$ cat src/rtl/mips_mc_pkg.sv
// mips_mc_pkg: opcode/funct constants, FSM and ALU enums, ALU helper for mips_multicycle_core
package mips_mc_pkg;

    localparam logic [5:0] OP_RTYPE = 6'h00;
    localparam logic [5:0] OP_ADDI  = 6'h08;
    localparam logic [5:0] OP_ORI   = 6'h0D;
    localparam logic [5:0] OP_LUI   = 6'h0F;
    localparam logic [5:0] OP_LW    = 6'h23;
    localparam logic [5:0] OP_SW    = 6'h2B;
    localparam logic [5:0] OP_BEQ   = 6'h04;
    localparam logic [5:0] OP_J     = 6'h02;

    localparam logic [5:0] F_ADD = 6'h20;
    localparam logic [5:0] F_SUB = 6'h22;
    localparam logic [5:0] F_AND = 6'h24;
    localparam logic [5:0] F_OR  = 6'h25;
    localparam logic [5:0] F_SLT = 6'h2A;

`ifdef MIPS_MC_ILLEGAL_TRAP_EN
    typedef enum logic [2:0] {S_FETCH, S_DECODE, S_EXEC, S_MEM, S_WB, S_HALT} state_t;
`else
    typedef enum logic [2:0] {S_FETCH, S_DECODE, S_EXEC, S_MEM, S_WB} state_t;
`endif

    typedef enum logic [2:0] {ALU_ADD, ALU_SUB, ALU_AND, ALU_OR, ALU_SLT, ALU_LUI} alu_op_t;

    function automatic logic [31:0] alu(alu_op_t op, logic [31:0] x, logic [31:0] y);
        return op == ALU_SUB ? x - y :
               op == ALU_AND ? x & y :
               op == ALU_OR  ? x | y :
               op == ALU_SLT ? {31'd0, $signed(x) < $signed(y)} :
               op == ALU_LUI ? {y[15:0], 16'h0000} :
                               x + y;
    endfunction

endpackage

$ cat src/rtl/mips_mc_regfile.sv
// mips_mc_regfile: 32x32 register file, two async read ports, one sync write port, r0 hardwired to 0
module mips_mc_regfile (
    input  logic        clk,
    input  logic        reset,
    input  logic [4:0]  ra1,
    input  logic [4:0]  ra2,
    output logic [31:0] rd1,
    output logic [31:0] rd2,
    input  logic        we,
    input  logic [4:0]  wa,
    input  logic [31:0] wd
);

    logic [31:0] regs [0:31];

    assign rd1 = ra1 == 5'd0 ? 32'd0 : regs[ra1];
    assign rd2 = ra2 == 5'd0 ? 32'd0 : regs[ra2];

    // clear all registers on reset; writes to r0 are dropped
    always_ff @(posedge clk) begin
        if (reset) begin
            for (int i = 0; i < 32; i++) regs[i] <= '0;
        end else if (we && wa != 5'd0) begin
            regs[wa] <= wd;
        end
    end

endmodule

$ cat src/rtl/mips_multicycle_core.sv
// mips_multicycle_core: multicycle MIPS subset core on one unified req/ready memory port (option: MIPS_MC_ILLEGAL_TRAP_EN)
module mips_multicycle_core
    import mips_mc_pkg::*;
#(
    parameter logic [31:0] RESET_PC = 32'h0000_0000,
    parameter int          ADDR_W   = 32
) (
    input  logic              clk,
    input  logic              reset,
    output logic              mem_req,
    output logic              mem_we,
    output logic [ADDR_W-1:0] mem_addr,
    output logic [31:0]       mem_wdata,
    input  logic [31:0]       mem_rdata,
    input  logic              mem_ready,
    output logic              halted,
    output logic              instr_retired
);

    state_t      state, state_nx;
    logic [31:0] pc, ir, a, b, alu_out, mdr;
    logic [31:0] rd1, rd2, sext, zext, alu_y, alu_res;
    alu_op_t     alu_op;
    logic        rf_we;

    wire [5:0]  op    = ir[31:26];
    wire [5:0]  funct = ir[5:0];
    wire [4:0]  rs    = ir[25:21];
    wire [4:0]  rt    = ir[20:16];
    wire [4:0]  rd    = ir[15:11];
    wire [15:0] imm   = ir[15:0];

    wire is_r    = op == OP_RTYPE;
    wire is_addi = op == OP_ADDI;
    wire is_ori  = op == OP_ORI;
    wire is_lui  = op == OP_LUI;
    wire is_lw   = op == OP_LW;
    wire is_sw   = op == OP_SW;
    wire is_beq  = op == OP_BEQ;
    wire is_j    = op == OP_J;
    wire r_ok    = is_r && (funct == F_ADD || funct == F_SUB || funct == F_AND ||
                            funct == F_OR  || funct == F_SLT);
    wire is_mem  = is_lw || is_sw;
    wire wr_reg  = r_ok || is_addi || is_ori || is_lui;
`ifdef MIPS_MC_ILLEGAL_TRAP_EN
    wire legal   = wr_reg || is_mem || is_beq || is_j;
`endif

    wire pending = state == S_FETCH || state == S_MEM;
    wire hs      = !reset && pending && mem_ready;

    assign sext    = {{16{imm[15]}}, imm};
    assign zext    = {16'h0000, imm};
    assign alu_y   = is_r ? b : (is_ori || is_lui) ? zext : sext;
    assign alu_res = alu(alu_op, a, alu_y);

    mips_mc_regfile u_rf (
        .clk   (clk),
        .reset (reset),
        .ra1   (rs),
        .ra2   (rt),
        .rd1   (rd1),
        .rd2   (rd2),
        .we    (rf_we),
        .wa    (is_r ? rd : rt),
        .wd    (is_lw ? mdr : alu_out)
    );

    // ALU operation select from opcode/funct
    always_comb begin
        alu_op = is_r   ? (funct == F_SUB ? ALU_SUB :
                           funct == F_AND ? ALU_AND :
                           funct == F_OR  ? ALU_OR  :
                           funct == F_SLT ? ALU_SLT : ALU_ADD) :
                 is_ori ? ALU_OR :
                 is_lui ? ALU_LUI : ALU_ADD;
    end

    // FSM state register
    always_ff @(posedge clk) begin
        if (reset) state <= S_FETCH;
        else       state <= state_nx;
    end

    // FSM next state; branch, jump and unsupported ops finish in EXEC
    always_comb begin
        state_nx = state;
        case (state)
            S_FETCH:  state_nx = hs ? S_DECODE : S_FETCH;
`ifdef MIPS_MC_ILLEGAL_TRAP_EN
            S_DECODE: state_nx = legal ? S_EXEC : S_HALT;
`else
            S_DECODE: state_nx = S_EXEC;
`endif
            S_EXEC:   state_nx = is_mem ? S_MEM : wr_reg ? S_WB : S_FETCH;
            S_MEM:    state_nx = hs ? (is_sw ? S_FETCH : S_WB) : S_MEM;
            S_WB:     state_nx = S_FETCH;
            default:  state_nx = state;
        endcase
    end

    // FSM outputs; everything visible is forced idle while reset is high
    always_comb begin
        mem_req       = !reset && pending;
        mem_we        = !reset && state == S_MEM && is_sw;
        mem_addr      = state == S_MEM ? {alu_out[ADDR_W-1:2], 2'b00} : {pc[ADDR_W-1:2], 2'b00};
        mem_wdata     = b;
        rf_we         = !reset && state == S_WB;
        instr_retired = !reset && ((state == S_EXEC && !is_mem && !wr_reg) ||
                                   (state == S_MEM && hs && is_sw) || state == S_WB);
`ifdef MIPS_MC_ILLEGAL_TRAP_EN
        halted        = !reset && state == S_HALT;
`else
        halted        = 1'b0;
`endif
    end

    // datapath registers: pc, IR, operand latches, ALU result, memory data
    always_ff @(posedge clk) begin
        if (reset) begin
            pc      <= RESET_PC;
            ir      <= '0;
            a       <= '0;
            b       <= '0;
            alu_out <= '0;
            mdr     <= '0;
        end else begin
            if (state == S_FETCH && hs) begin
                ir <= mem_rdata;
                pc <= pc + 32'd4;
            end
            if (state == S_DECODE) begin
                a <= rd1;
                b <= rd2;
            end
            if (state == S_EXEC) begin
                alu_out <= alu_res;
                if (is_beq && a == b) pc <= pc + (sext << 2);
                if (is_j) pc <= {pc[31:28], ir[25:0], 2'b00};
            end
            if (state == S_MEM && hs && is_lw) mdr <= mem_rdata;
        end
    end

endmodule

$ cat config.mk
export PLATFORM = sky130hd
export DESIGN_NAME = mips_multicycle_core
export DESIGN_NICKNAME = d
export VERILOG_FILES = /design/src/rtl/mips_mc_pkg.sv /design/src/rtl/mips_mc_regfile.sv /design/src/rtl/mips_multicycle_core.sv
export SDC_FILE = /design/constraint.sdc
export NUM_CORES = 2
export LEC_CHECK = 0
export CAP_MARGIN = 15
export CORE_UTILIZATION = 55
export CTS_CLUSTER_DIAMETER = 40
export DETAILED_ROUTE_END_ITERATION = 8
export GPL_ROUTABILITY_DRIVEN = 0
export PLACE_DENSITY = 0.8
export SLEW_MARGIN = 10
export SYNTH_ARGS = -nofsm -noshare
export SYNTH_HDL_FRONTEND = slang
export SYNTH_SLANG_ARGS = --single-unit
export TNS_END_PERCENT = 30
$ cat constraint.sdc
create_clock -name clk -period 10.2 [get_ports clk]
set_input_delay 1.53 -clock clk [delete_from_list [all_inputs] [get_ports clk]]
set_output_delay 1.53 -clock clk [all_outputs]
set_load 0.005 [all_outputs]
==> summary.md <==
| Metric | Value |
|---|---|
| Status | `complete, no violations` |
| Resize count post-CTS | `0` |
| Fraction of registers with async set or reset after synthesis | `0%` |
| Top cells by area, synth | `sky130_fd_sc_hd__edfxtp_1 (46%), sky130_fd_sc_hd__mux4_2 (22%), sky130_fd_sc_hd__nor2_1 (7.0%)` |
| Number of distinct library cells after synthesis | `96` |
| Chip width | `roughly 350 um` |
| Fill cell count | `8347` |
| Static Leak | `~24 nW` |
| Number of top-level design ports | `103` |
| Storage element area | `around 35000 um2` |
| Worst relative slew slack | `17.5%` |
| Share of final-layout standard cells stronger than drive strength 1 | `22.2%` |
| Worst setup EP type | `flip-flop` |
| Minimum period implied by the final worst setup slack | `between 5000 and 6000 ps` |
| P&R area growth vs syn | `11.7%` |
| Routed WL | `~230000 um` |
| Hold Vio Cnt, Final | `0` |
| DR vias | `~50000` |
| Number of synthesized flops with an enable pin | `between 1000 and 1500` |
| Total global routing track utilization | `a little under two fifths` |
| # clock sinks | `roughly 1200` |
| Final total negative setup slack | `0 ps` |
| Count of input and output buffers | `99` |
| Number of warnings issued by yosys | `0` |
| Maximum number of pins on one net before global-route repair | `123` |
| Buffer type at the clock tree root | `sky130_fd_sc_hd__clkbuf_16` |
| Number of buffers added to fix hold violations after cts | `0` |
| Number of setup buffers added after CTS | `0` |
| Fmax | `approximately 0.18 GHz` |
| Maximum VDD drop | `about 0.2 mV` |
| Type of element launching the critical path | `flip-flop` |
| Post-route total power | `between 0.01 and 0.015 W` |
| Path class of the lowest-slack min-delay path | `reg -> reg` |
| Slew of the pin with the lowest slew margin | `about 1200 ps` |
| Antenna violations before repair | `16` |
| Clock tree from TritonCTS | `built` |
| Most frequently used flop master after synthesis | `sky130_fd_sc_hd__edfxtp_1` |
| Netlist area before placement | `around 67000 um2` |
| Total area of multi-input combinational cells | `between 30000 and 40000 um2` |
| Number of detailed-routing iterations run before antenna repair | `9` |
| Number of nets at the end of the flow | `~5300` |
| Clk_lat worst skew | `roughly 820 ps` |
| Number of H-tree levels | `4` |
| Leading area contributor after synthesis | `sky130_fd_sc_hd__edfxtp_1` |
| Vias in the first global route | `48070` |
| Count of maximum capacitance violations | `0` |
| Buffer levels on the longest clock path | `3` |
| Number of clock buffers inserted by TritonCTS | `about 140` |
| Final Max Slew Viols | `0` |
| Power per cell area | `approximately 180 nW/um2` |
| Synthesized netlist cell count | `roughly 5200` |
| Most instantiated library cell after synthesis | `sky130_fd_sc_hd__nor2_1` |
| Setup Crit Path Kind | `reg -> reg` |
| Global-route wire length before repair | `324000 um` |
| Clock tree skew after final layout | `33.6 ps` |
| Number of placement rows | `127` |
| Period utilization | `about 56%` |
| Wire per inst | `~33 um` |
| Die Ht | `between 300 and 400 um` |
| Mean Syn Cell Area | `12.9 um2` |
| DIE AREA | `123000 um2` |
| Remaining antenna violation count | `0` |
| Number of vias per cell | `around 7.2` |
| Data arrival at the endpoint of the critical path | `between 6000 and 7000 ps` |
| Initial Util | `55.6%` |
| First-iteration detailed-routing DRC count | `roughly 9300` |
| Top cell type's share of synthesized area | `45.9%` |
| Post-synthesis sequential element count | `~1200` |
| Core ar. | `about 120000 um2` |
| HPWL Detailed | `roughly 140000 um` |
| Remaining routing DRC violations | `0` |
| CTS clk-pin slew, worst paths | `about 60 ps` |
| Setup repair after global routing missed its margin | `false` |
| GRT Residual Overflow | `0` |
| Critical path required time | `between 10000 and 15000 ps` |
| Sequential share of the synthesized area | `a little over half` |
| Final setup violation count | `0` |
| Commonest cells in the synthesized netlist | `sky130_fd_sc_hd__nor2_1 (1241), sky130_fd_sc_hd__edfxtp_1 (1024), sky130_fd_sc_hd__mux4_2 (640), sky130_fd_sc_hd__clkbuf_1 (345), sky130_fd_sc_hd__nand2_1 (279)` |
| Largest fanout on the critical path | `50` |
==> stage by stage <==
stage	instances	instance area, um2	utilization [%]	hold slack, ps	setup WS (ps)
2_1_floorplan	5238	67000	-	436	5720
3_3_place_gp	6585	69700	57.9	473	4860
3_5_place_dp	6586	69700	57.9	481	4690
4_1_cts	6852	74500	62.0	489	4940
5_1_grt	6861	74800	62.1	501	4460
6_report	6865	74800	62.2	490	4490
==> kinds of logic (layout without fill, tap and decap cells) <==
logic type,after synthesis,in the layout,share of synthesized area [%]
other,1,39,0.00560
buffers and inverters,584,595,3.43
multiplexers,794,794,23.9
XOR/XNOR,124,124,1.62
flip-flops,1227,1227,52.0
AND/OR/NAND/NOR,1734,1734,10.5
adder cells (fa/ha/maj),130,130,2.46
AO/OA/AOI/OAI,610,610,5.99
==> report_power, final <==
group	switching [W]	total (W)	internal (W)
combinational	0.00134	0.00222	0.000885
sequential	0.000220	0.00582	0.00560
clock	0.00231	0.00536	0.00305
==> registers in the layout, summed over array words and instances, names as in the netlist, named ones only <==
register / count
state: 3
u_rf.regs: 1024
pc: 30
alu_out: 32
mdr: 32
mem_wdata: 32
ir: 32
a: 32
==> final cells by class <==
type | count | share of cell area, %
antenna | 4 | 0.0134
clock buffer | 167 | 4.93
clock inverter | 99 | 1.59
inverter | 115 | 0.577
multi-input combinational | 3427 | 40.8
sequential | 1227 | 46.6
tap | 1612 | 2.70
timing repair buffer | 214 | 2.74
==> layout by cell type (no fill, tap or decap), types with 17 or more instances in the layout <==
cell type / count
sky130_fd_sc_hd__a21o_1: 26
sky130_fd_sc_hd__ha_1: 127
sky130_fd_sc_hd__xor2_1: 47
sky130_fd_sc_hd__mux2i_1: 73
sky130_fd_sc_hd__nand4_1: 18
sky130_fd_sc_hd__o221ai_1: 21
sky130_fd_sc_hd__mux2i_4: 32
sky130_fd_sc_hd__clkinv_1: 21
sky130_fd_sc_hd__o21a_1: 28
sky130_fd_sc_hd__inv_6: 17
sky130_fd_sc_hd__xnor2_1: 77
sky130_fd_sc_hd__clkdlybuf4s50_1: 98
sky130_fd_sc_hd__clkbuf_16: 143
sky130_fd_sc_hd__conb_1: 35
sky130_fd_sc_hd__a21oi_1: 214
sky130_fd_sc_hd__mux2_2: 49
sky130_fd_sc_hd__nor2_1: 1240
sky130_fd_sc_hd__nand3_1: 36
sky130_fd_sc_hd__o21ai_0: 101
sky130_fd_sc_hd__nand2b_1: 18
sky130_fd_sc_hd__o211ai_1: 34
sky130_fd_sc_hd__edfxtp_1: 1024
sky130_fd_sc_hd__nor3_1: 39
sky130_fd_sc_hd__clkbuf_1: 22
sky130_fd_sc_hd__nand2_1: 226
sky130_fd_sc_hd__mux4_2: 640
sky130_fd_sc_hd__o31ai_1: 22
sky130_fd_sc_hd__inv_1: 113
sky130_fd_sc_hd__nand2_2: 53
sky130_fd_sc_hd__dfxtp_1: 193
sky130_fd_sc_hd__buf_4: 102
==> routing by layer <==
layer | wire [um] | track usage (%)
met4 | 19100 | 25.4
met1 | 68300 | 44.0
met2 | 100000 | 54.7
met5 | 149 | 0
met3 | 39800 | 14.5
==> worst paths after layout <==
check / start / to / slack (ps) / depth (start not counted)
setup reg to reg: ir[29] / u_rf.regs[17][4] / 4490 / 11
hold reg to reg: mdr[9] / mdr[9] / 490 / 2
hold / removal: mdr[9] / mdr[9] / 490 / 2
setup / recovery: ir[29] / u_rf.regs[17][4] / 4490 / 11
==> worst max-delay path, cell delays in order (launching register included) <==
cell and delay (ps):
sky130_fd_sc_hd__dfxtp_1 570, sky130_fd_sc_hd__nor4_4 110, sky130_fd_sc_hd__nand2_2 80, sky130_fd_sc_hd__buf_4 570
sky130_fd_sc_hd__nor3_1 90, sky130_fd_sc_hd__a31oi_1 690, sky130_fd_sc_hd__nor2_1 250, sky130_fd_sc_hd__nand2_1 240
sky130_fd_sc_hd__nand2_1 120, sky130_fd_sc_hd__nor3_1 850, sky130_fd_sc_hd__nand2_2 750, sky130_fd_sc_hd__nand2_2 960
Power figures use the tool's default switching activity.
